[src/rtl/dut_udiv_seq_22ns_10ns_if.sv]
// Block-level handshake and operand/result bundle for the sequential unsigned divider.
interface dut_udiv_seq_22ns_10ns_if #(
  parameter int DIVIDEND_WIDTH = 22,
  parameter int DIVISOR_WIDTH  = 10,
  parameter int QUOTIENT_WIDTH = DIVIDEND_WIDTH - DIVISOR_WIDTH
);
  logic                      ap_start;
  logic [DIVIDEND_WIDTH-1:0] din0;
  logic [DIVISOR_WIDTH-1:0]  din1;
  logic                      ap_idle;
  logic                      ap_done;
  logic                      ap_ready;
  logic [QUOTIENT_WIDTH-1:0] quot;
  logic [DIVISOR_WIDTH-1:0]  rem;
  logic                      div_zero;
  logic                      ovf;

  modport master (
    output ap_start, din0, din1,
    input  ap_idle, ap_done, ap_ready, quot, rem, div_zero, ovf
  );

  modport slave (
    input  ap_start, din0, din1,
    output ap_idle, ap_done, ap_ready, quot, rem, div_zero, ovf
  );
endinterface

[src/rtl/dut_udiv_seq_22ns_10ns.sv]
// Sequential unsigned restoring divider, one quotient bit per cycle, with ap_start/ap_done
// handshake, divide-by-zero and quotient-overflow flags; all outputs are registered.
module dut_udiv_seq_22ns_10ns #(
  parameter int DIVIDEND_WIDTH = 22,
  parameter int DIVISOR_WIDTH  = 10,
  parameter int QUOTIENT_WIDTH = DIVIDEND_WIDTH - DIVISOR_WIDTH
) (
  input logic                     ap_clk,
  input logic                     ap_rst_n,
  dut_udiv_seq_22ns_10ns_if.slave bus
);
  localparam int CNT_W = $clog2(QUOTIENT_WIDTH);

  typedef enum logic [1:0] {S_IDLE, S_CALC, S_DONE} state_t;

  state_t                    r_state;
  state_t                    w_next;
  logic [CNT_W-1:0]          r_cnt;
  logic [QUOTIENT_WIDTH-1:0] r_dvd;
  logic [DIVISOR_WIDTH-1:0]  r_prem;
  logic [DIVISOR_WIDTH-1:0]  r_lo;
  logic [DIVISOR_WIDTH-1:0]  r_divisor;
  logic [QUOTIENT_WIDTH-2:0] r_q;
  logic                      r_dz;
  logic                      r_ovf;
  logic [QUOTIENT_WIDTH-1:0] r_quot;
  logic [DIVISOR_WIDTH-1:0]  r_rem;
  logic                      r_div_zero;
  logic                      r_ovf_out;

  logic [DIVISOR_WIDTH:0]    w_shift;
  logic                      w_qbit;
  logic [DIVISOR_WIDTH-1:0]  w_prem_nx;
  logic [QUOTIENT_WIDTH-1:0] w_quot_nx;
  logic                      w_last;

  always_ff @(posedge ap_clk or negedge ap_rst_n) begin
    if (!ap_rst_n) r_state <= S_IDLE;
    else           r_state <= w_next;
  end

  always_comb begin
    w_next = r_state;
    unique case (r_state)
      S_IDLE:  if (bus.ap_start) w_next = S_CALC;
      S_CALC:  if (w_last) w_next = S_DONE;
      S_DONE:  w_next = S_IDLE;
      default: w_next = S_IDLE;
    endcase
  end

  // One restoring step: shift in the next dividend bit and keep the difference only if non-negative.
  always_comb begin
    w_shift   = {r_prem, r_dvd[QUOTIENT_WIDTH-1]};
    w_qbit    = (w_shift >= {1'b0, r_divisor});
    w_prem_nx = w_qbit ? DIVISOR_WIDTH'(w_shift - {1'b0, r_divisor})
                       : w_shift[DIVISOR_WIDTH-1:0];
    w_quot_nx = {r_q, w_qbit};
    w_last    = (r_cnt == CNT_W'(QUOTIENT_WIDTH - 1));
  end

  always_ff @(posedge ap_clk or negedge ap_rst_n) begin
    if (!ap_rst_n) begin
      r_cnt      <= '0;
      r_dvd      <= '0;
      r_prem     <= '0;
      r_lo       <= '0;
      r_divisor  <= '0;
      r_q        <= '0;
      r_dz       <= 1'b0;
      r_ovf      <= 1'b0;
      r_quot     <= '0;
      r_rem      <= '0;
      r_div_zero <= 1'b0;
      r_ovf_out  <= 1'b0;
    end else begin
      unique case (r_state)
        S_IDLE: begin
          if (bus.ap_start) begin
            // Upper dividend slice preloads the partial remainder, so only the low
            // QUOTIENT_WIDTH bits remain to be shifted in; it is below the divisor unless ovf.
            r_cnt     <= '0;
            r_dvd     <= bus.din0[QUOTIENT_WIDTH-1:0];
            r_prem    <= bus.din0[DIVIDEND_WIDTH-1:QUOTIENT_WIDTH];
            r_lo      <= bus.din0[DIVISOR_WIDTH-1:0];
            r_divisor <= bus.din1;
            r_q       <= '0;
            r_dz      <= (bus.din1 == '0);
            r_ovf     <= (bus.din1 != '0) &&
                         (bus.din0[DIVIDEND_WIDTH-1:QUOTIENT_WIDTH] >= bus.din1);
          end
        end
        S_CALC: begin
          r_cnt  <= r_cnt + CNT_W'(1);
          r_dvd  <= {r_dvd[QUOTIENT_WIDTH-2:0], 1'b0};
          r_prem <= w_prem_nx;
          r_q    <= w_quot_nx[QUOTIENT_WIDTH-2:0];
          if (w_last) begin
            r_div_zero <= r_dz;
            r_ovf_out  <= r_ovf && !r_dz;
            if (r_dz) begin
              r_quot <= '1;
              r_rem  <= r_lo;
            end else if (r_ovf) begin
              r_quot <= '1;
              r_rem  <= '0;
            end else begin
              r_quot <= w_quot_nx;
              r_rem  <= w_prem_nx;
            end
          end
        end
        default: ;
      endcase
    end
  end

  assign bus.ap_idle  = (r_state == S_IDLE);
  assign bus.ap_done  = (r_state == S_DONE);
  assign bus.ap_ready = (r_state == S_DONE);
  assign bus.quot     = r_quot;
  assign bus.rem      = r_rem;
  assign bus.div_zero = r_div_zero;
  assign bus.ovf      = r_ovf_out;
endmodule

[src/flat_wrapper.sv]
// flat-port wrapper written by rule: the top's interface ports become plain ports
module dut_udiv_seq_22ns_10ns_flat 
#(
  parameter int DIVIDEND_WIDTH = 22,
  parameter int DIVISOR_WIDTH  = 10,
  parameter int QUOTIENT_WIDTH = DIVIDEND_WIDTH - DIVISOR_WIDTH
)
  (ap_clk, ap_rst_n, bus_ap_start, bus_din0, bus_din1, bus_ap_idle, bus_ap_done, bus_ap_ready, bus_quot, bus_rem, bus_div_zero, bus_ovf);
  dut_udiv_seq_22ns_10ns_if #(.DIVIDEND_WIDTH(DIVIDEND_WIDTH), .DIVISOR_WIDTH(DIVISOR_WIDTH), .QUOTIENT_WIDTH(QUOTIENT_WIDTH)) bus_i ();
  input logic ap_clk;
  input logic ap_rst_n;
  input wire logic [$bits(bus_i.ap_start)-1:0] bus_ap_start;
  input wire logic [$bits(bus_i.din0)-1:0] bus_din0;
  input wire logic [$bits(bus_i.din1)-1:0] bus_din1;
  output wire logic [$bits(bus_i.ap_idle)-1:0] bus_ap_idle;
  output wire logic [$bits(bus_i.ap_done)-1:0] bus_ap_done;
  output wire logic [$bits(bus_i.ap_ready)-1:0] bus_ap_ready;
  output wire logic [$bits(bus_i.quot)-1:0] bus_quot;
  output wire logic [$bits(bus_i.rem)-1:0] bus_rem;
  output wire logic [$bits(bus_i.div_zero)-1:0] bus_div_zero;
  output wire logic [$bits(bus_i.ovf)-1:0] bus_ovf;
  assign bus_i.ap_start = bus_ap_start;
  assign bus_i.din0 = bus_din0;
  assign bus_i.din1 = bus_din1;
  assign bus_ap_idle = bus_i.ap_idle;
  assign bus_ap_done = bus_i.ap_done;
  assign bus_ap_ready = bus_i.ap_ready;
  assign bus_quot = bus_i.quot;
  assign bus_rem = bus_i.rem;
  assign bus_div_zero = bus_i.div_zero;
  assign bus_ovf = bus_i.ovf;
  dut_udiv_seq_22ns_10ns #(.DIVIDEND_WIDTH(DIVIDEND_WIDTH), .DIVISOR_WIDTH(DIVISOR_WIDTH), .QUOTIENT_WIDTH(QUOTIENT_WIDTH)) u_core (.ap_clk(ap_clk), .ap_rst_n(ap_rst_n), .bus(bus_i));
endmodule
[config.mk]
export PLATFORM = sky130hd
export DESIGN_NAME = dut_udiv_seq_22ns_10ns_flat
export DESIGN_NICKNAME = d
export VERILOG_FILES = /design/src/rtl/dut_udiv_seq_22ns_10ns_if.sv /design/src/rtl/dut_udiv_seq_22ns_10ns.sv /design/src/flat_wrapper.sv
export SDC_FILE = /design/constraint.sdc
export NUM_CORES = 1
export LEC_CHECK = 0
export ABC_AREA = 1
export ABC_CLOCK_PERIOD_IN_PS = 2500
export CAP_MARGIN = 10
export CORE_UTILIZATION = 35
export DETAILED_ROUTE_END_ITERATION = 8
export SYNTH_ARGS = -nofsm -noshare
export SYNTH_HDL_FRONTEND = slang
export SYNTH_SLANG_ARGS = --single-unit
[constraint.sdc]
create_clock -name ap_clk -period 2.5 [get_ports ap_clk]
set_input_delay 0.5 -clock ap_clk [delete_from_list [all_inputs] [get_ports ap_clk]]
set_output_delay 0.5 -clock ap_clk [all_outputs]
set_load 0.005 [all_outputs]
After elaboration in Yosys (flattened, before gate mapping)
Index checks and enable logic that the tools add are counted.

Flip-flop bits (word level): 85. Input port bits: 35. Output and inout bits: 27. Word-level logic and storage cells: 49.

Add/sub/neg operators: 2. Order comparisons: 2. Equal/unequal tests: 5. Muxes and demuxes: 16. Reduce and logical (&&, ||, !) cells: 11.

Operators by type and width (count): $mux 10 (4); $mux 12 (3); $pmux 12 s2 (1); $pmux 11 s2 (1); $pmux 10 s2 (1); $ge 11x10->1 (1); $mux 11 (1); $ge 10x10->1 (1); $logic_not 10->1 (1); $reduce_bool 10->1 (1); $sub 10x10->10 (1); $pmux 4 s2 (1); $reduce_and 2->1 (4); $add 4x1->4 const B (1); $eq 4x4->1 const B (1); $mux 2 (2); $mux 4 (1); $pmux 2 s2 (1); $eq 2x1->1 const B (1); $eq 2x2->1 const B (1); $logic_and 1x1->1 (2); $logic_not 2->1 (1); $ne 2x1->1 const B (1); $ne 2x2->1 const B (1); other kinds (2) (2).

Depth between registers and ports, before layout
Word-level depth: 4. Mapped depth: 14.

Worst setup path after synthesis
Ideal clock, no wire load.

Path type: register to register. Start point: register u_core.r_divisor[2]. End point: register u_core.r_rem[6] (netlist: u_core.bus.rem[6]). Data arrival time: 1.642 ns. Path slack: 0.742 ns. Cell stages (with the launch flop): 13. Period minus slack after synthesis: 1.758 ns. Cells stage by stage: dfrtp_1 inv_1 ha_1 or2_0 nand3_1 nand2_1 nand2_2 nand2_4 buf_12 nand2_2 nand2_2 nand2_1 nand2_1.

Longest elaborated chain between the ends: 4.

Ends and longest elaborated chain: start: declaration (line dut_udiv_seq_22ns_10ns.sv:22) `logic [DIVISOR_WIDTH-1:0] r_divisor;`; start signal: assignment (line dut_udiv_seq_22ns_10ns.sv:86) `r_divisor <= bus.din1;`; $sub 10x10->10 or $ge 11x10->1 (tied branches) (line dut_udiv_seq_22ns_10ns.sv:56, dut_udiv_seq_22ns_10ns.sv:55); $mux 10 * (line dut_udiv_seq_22ns_10ns.sv:56) `w_prem_nx = w_qbit ? DIVISOR_WIDTH'(w_shift - {1'b0, r_divisor})`; $mux 10 * (line dut_udiv_seq_22ns_10ns.sv:104) `end else if (r_ovf) begin`; $mux 10 * (line dut_udiv_seq_22ns_10ns.sv:101) `if (r_dz) begin`; end signal: assignment (line dut_udiv_seq_22ns_10ns.sv:103) `r_rem <= r_lo;`; end signal: assignment (line dut_udiv_seq_22ns_10ns.sv:109) `r_rem <= w_prem_nx;`; end: declaration (line dut_udiv_seq_22ns_10ns.sv:27) `logic [DIVISOR_WIDTH-1:0] r_rem;`.

Every way passes the cells marked *; elsewhere a longest branch is shown, timed or not. A chain may end at the register's enable or synchronous reset.

Final worst setup path
Start point: register u_core.r_divisor[8]. End point: register u_core.r_prem[4].

Longest elaborated chain between the ends: 3.

Ends and longest elaborated chain: $ge 11x10->1 (line dut_udiv_seq_22ns_10ns.sv:55) `w_qbit = (w_shift >= {1'b0, r_divisor});`; $mux 10 (line dut_udiv_seq_22ns_10ns.sv:56); $pmux 10 s2 (line dut_udiv_seq_22ns_10ns.sv:77) `unique case (r_state)`; end signal: assignment (line dut_udiv_seq_22ns_10ns.sv:84) `r_prem <= bus.din0[DIVIDEND_WIDTH-1:QUOTIENT_WIDTH];`; end signal: assignment (line dut_udiv_seq_22ns_10ns.sv:96) `r_prem <= w_prem_nx;`; end: declaration (line dut_udiv_seq_22ns_10ns.sv:20) `logic [DIVISOR_WIDTH-1:0] r_prem;`.

Every way passes these cells.

==> qor.csv <==
stage;metric;value;unit
route;ANT nets after route;0;
sta;final setup vio count;0;
logic_synthesis;number of synthesis warnings;0;
clocking;clock buffer depth;2;
layout;Layout Nets;666;
global_routing;largest net degree at the start of global routing;45;
global_routing;initial antenna violation count;0;
clocking;Post-CTS Setup Inserts;0;
logic_synthesis;Post-synth top cells;nand2_1 (150), dfrtp_1 (85), inv_1 (84);
logic_synthesis;Main synth FF type;dfrtp_1;
clocking;H-tree Lvls;3;
global_routing;gr ovfl total;0;
logic_synthesis;Post-Synthesis Cells;548;
power_and_ir_drop;maximum VDD drop;0.550;mV
clocking;Worst-path clk slew;0.06;ns
floorplan;IO Count;62;
clocking;Worst-Skew Late Latency;0.33;ns
logic_synthesis;Post-Syn Area;4410;µm²
logic_synthesis;Synth Area in Adders;6.41;%
clocking;CTS sink cnt;85;
sta;Max transition margin;59.4;%
global_routing;GRT Util Overall;18.8;%
place;post-DP HPWL;8460;µm
global_routing;vias in the first global route;3838;
sta;Tmin final;2.08;ns
sta;fmax;0.480;GHz
logic_synthesis;Synth Area in Simple Gates;24.5;%
layout;area grow syn2layout;25.0;%
sta;PnR worst setup slack;0.418;ns
logic_synthesis;Compound-Gate Fraction of Synth Area;10.4;%
sta;Tcrit/Tclk final;83.3;%
global_routing;first-pass GRT wire length;18900;µm
route;Post-Route WL;11000;µm
sta;Setup Skew;0.00633;ns
critical_path;WP data required;2.77;ns
critical_path;CP endpoint kind;flop;
logic_synthesis;Cell variety after synth;34;
status;status;complete, no violations;
logic_synthesis;Seq/Total Area, Yosys;48.2;%
logic_synthesis;top cell type's share of synthesized area;48.2;%
sta;RSZ-0062 raised after global routing;false;
route;via count;3720;
critical_path;CP Data Arrival Time;2.35;ns
power_and_ir_drop;Pleak;2.71;nW
place;Setup WS pre-CTS;0.437;ns
logic_synthesis;largest family of logic cells by synthesized area;simple AND/OR/NAND/NOR gates;
layout;n_diodes;0;
floorplan;Row Count;40;
floorplan;Die Ht;114;µm
floorplan;Core ar.;12200;µm²
power_and_ir_drop;pwr/cell area;1380;nW/µm²
logic_synthesis;top cells by area, synth;dfrtp_1 (48%), nand2_1 (13%), inv_1 (7.1%);
place;port bufs;61;
route;DRC;0;
sta;Final Max Tran Viols;0;
route;Pre-antenna DRT Iters;4;
critical_path;Reg2Reg Setup Slack;0.42;ns
sta;final hold violation count;0;
worst_hold_path;Hold Path Class;in2async;
place;routability cong.;0.897;
clocking;Post-CTS Hold Buffers;0;
logic_synthesis;syn avg cell area;8.05;µm²
critical_path;critical path's slowest cell;and2_1;
clocking;Post-CTS Resized;0;
critical_path;critical path class;reg2reg;
floorplan;initial core utilization;36.3;%
route;Starting DRT DRC Count;228;
clocking;TritonCTS clock tree;yes;
route;vias per std cell;4.77;
layout;layout cells sized above 1;6.05;%
critical_path;critical path startpoint category;flop;
sta;Setup TNS;0;ns
clocking;Root Driver;clkbuf_16;
critical_path;cell repeated most along the worst path;nand2_1;
sta;hold_ws;0.174;ns
floorplan;die width;114;µm
critical_path;Crit Path Max Fanout;12;
logic_synthesis;number of synthesized flops with an enable pin;0;
logic_synthesis;Synth Area in XOR/XNOR;0.595;%
critical_path;Cell Chain, Critical Path;inv_1 > ha_1 > nand2_1 > nand2_1 > a21oi_1 > and2_1 > nand2_4 > o21ai_0 > nand2_1 > nand2_1;
clocking;clock buffer count from CTS;9;
job;max cap viols;0;
logic_synthesis;fraction of synthesized area in multiplexers;0;%
layout;fin util;45.3;%
logic_synthesis;Synth area leader;dfrtp_1;
logic_synthesis;FF+latch count, synth;85;
sta;Worst-Margin Slew;0.610;ns
logic_synthesis;Post-Syn Nets;605;
route;wire per inst;14.1;µm
logic_synthesis;most common cell in the netlist;nand2_1;
floorplan;die area;13100;µm²
logic_synthesis;Synth async-reset ratio;100;%
critical_path;max incr delay on CP;0.39;ns
==> cells by family (layout without fill, tap and decap cells) <==
kind of cell    count (synthesis)  in the layout
buf+inv                       104            168
simple gates                  252            252
flops                          85             85
xor+xnor                        3              3
compound gates                 82             82
fa+ha+maj                      22             22
==> per-layer routing <==
layer  vias to the layer above  share of wire [%]  GRT usage, %
met2                        76                 47          30.0
met1                      1754                 46          25.1
li1                       1867                  -             -
met3                        23                3.5          3.39
met5                         -                  0             0
met4                         0                2.8          7.97
==> critical path, delay by kind of cell, from the launching register on <==
kind	cells	cell delay, ns
DFF	1	0.34
AOI/OAI and AO/OA	2	0.39
adders and majority gates	1	0.35
and+or+nand+nor	6	0.89
buffers and inverters	1	0.05
==> cells in the final DEF, fill, tap and decap left out, types with 2 or more instances in the layout <==
cell             count
nand2_1            150
dfrtp_1             85
inv_1               84
clkdlybuf4s50_1     60
nand3_1             48
o21ai_0             33
nor2_1              30
a21oi_1             25
ha_1                21
o22ai_1             13
clkbuf_16            9
nand2_2              8
buf_4                8
a22o_1               4
nand3_2              3
o211ai_1             3
or2_0                2
nor3_1               2
and2_1               2
nand4_1              2
xor2_1               2
nand3b_1             2
bufinv_16            2
buf_12               2
==> metrics by stage <==
step                      area [µm²]  power [mW]  std cells
final                           5520        7.60        780
after global routing            5520        8.34        780
after CTS                       5520        7.66        780
after detailed placement        5200        6.21        766
after global placement          5200        6.15        766
after floorplan                 4410        5.04        548
==> power breakdown <==
| group | leakage (nW) | switching, mW | internal [mW] |
|---|---|---|---|
| Sequential | 1.01 | 0.377 | 2.02 |
| Combinational | 1.55 | 2.27 | 1.53 |
| Clock | 0.148 | 0.536 | 0.869 |
| Total | 2.71 | 3.18 | 4.42 |
==> flip-flops by register name, summed over array words and instances (netlist names) <==
signal,flops
u_core.r_prem,10
u_core.r_q,11
u_core.bus.quot,12
u_core.r_lo,10
u_core.r_divisor,10
u_core.bus.ovf,1
u_core.r_state,2
u_core.r_cnt,4
u_core.bus.div_zero,1
u_core.r_ovf,1
u_core.bus.rem,10
u_core.r_dz,1
u_core.r_dvd,12
==> area by class of cell <==
type	instances	area [µm²]
fillers	1232	6650
clock inverters	5	85.1
well taps	168	210
flip-flops and latches	85	2130
inverters	84	315
repair buffers	70	701
multi-input cells	359	1850
clock buffers	9	225
==> path summary, 6_finish.rpt <==
path | startpoint | cells after the start | endpoint
max in group asynchronous | ap_rst_n | 2 | u_core.r_prem[4]
hold reg to reg | u_core.bus.ovf | 2 | u_core.bus.ovf
setup reg to reg | u_core.r_divisor[8] | 10 | u_core.r_prem[4]
min in group ap_clk | u_core.bus.ovf | 2 | u_core.bus.ovf
setup / recovery | u_core.r_divisor[8] | 10 | u_core.r_prem[4]
hold / removal | ap_rst_n | 1 | u_core.r_cnt[3]
(Power assumes the default switching activity.)
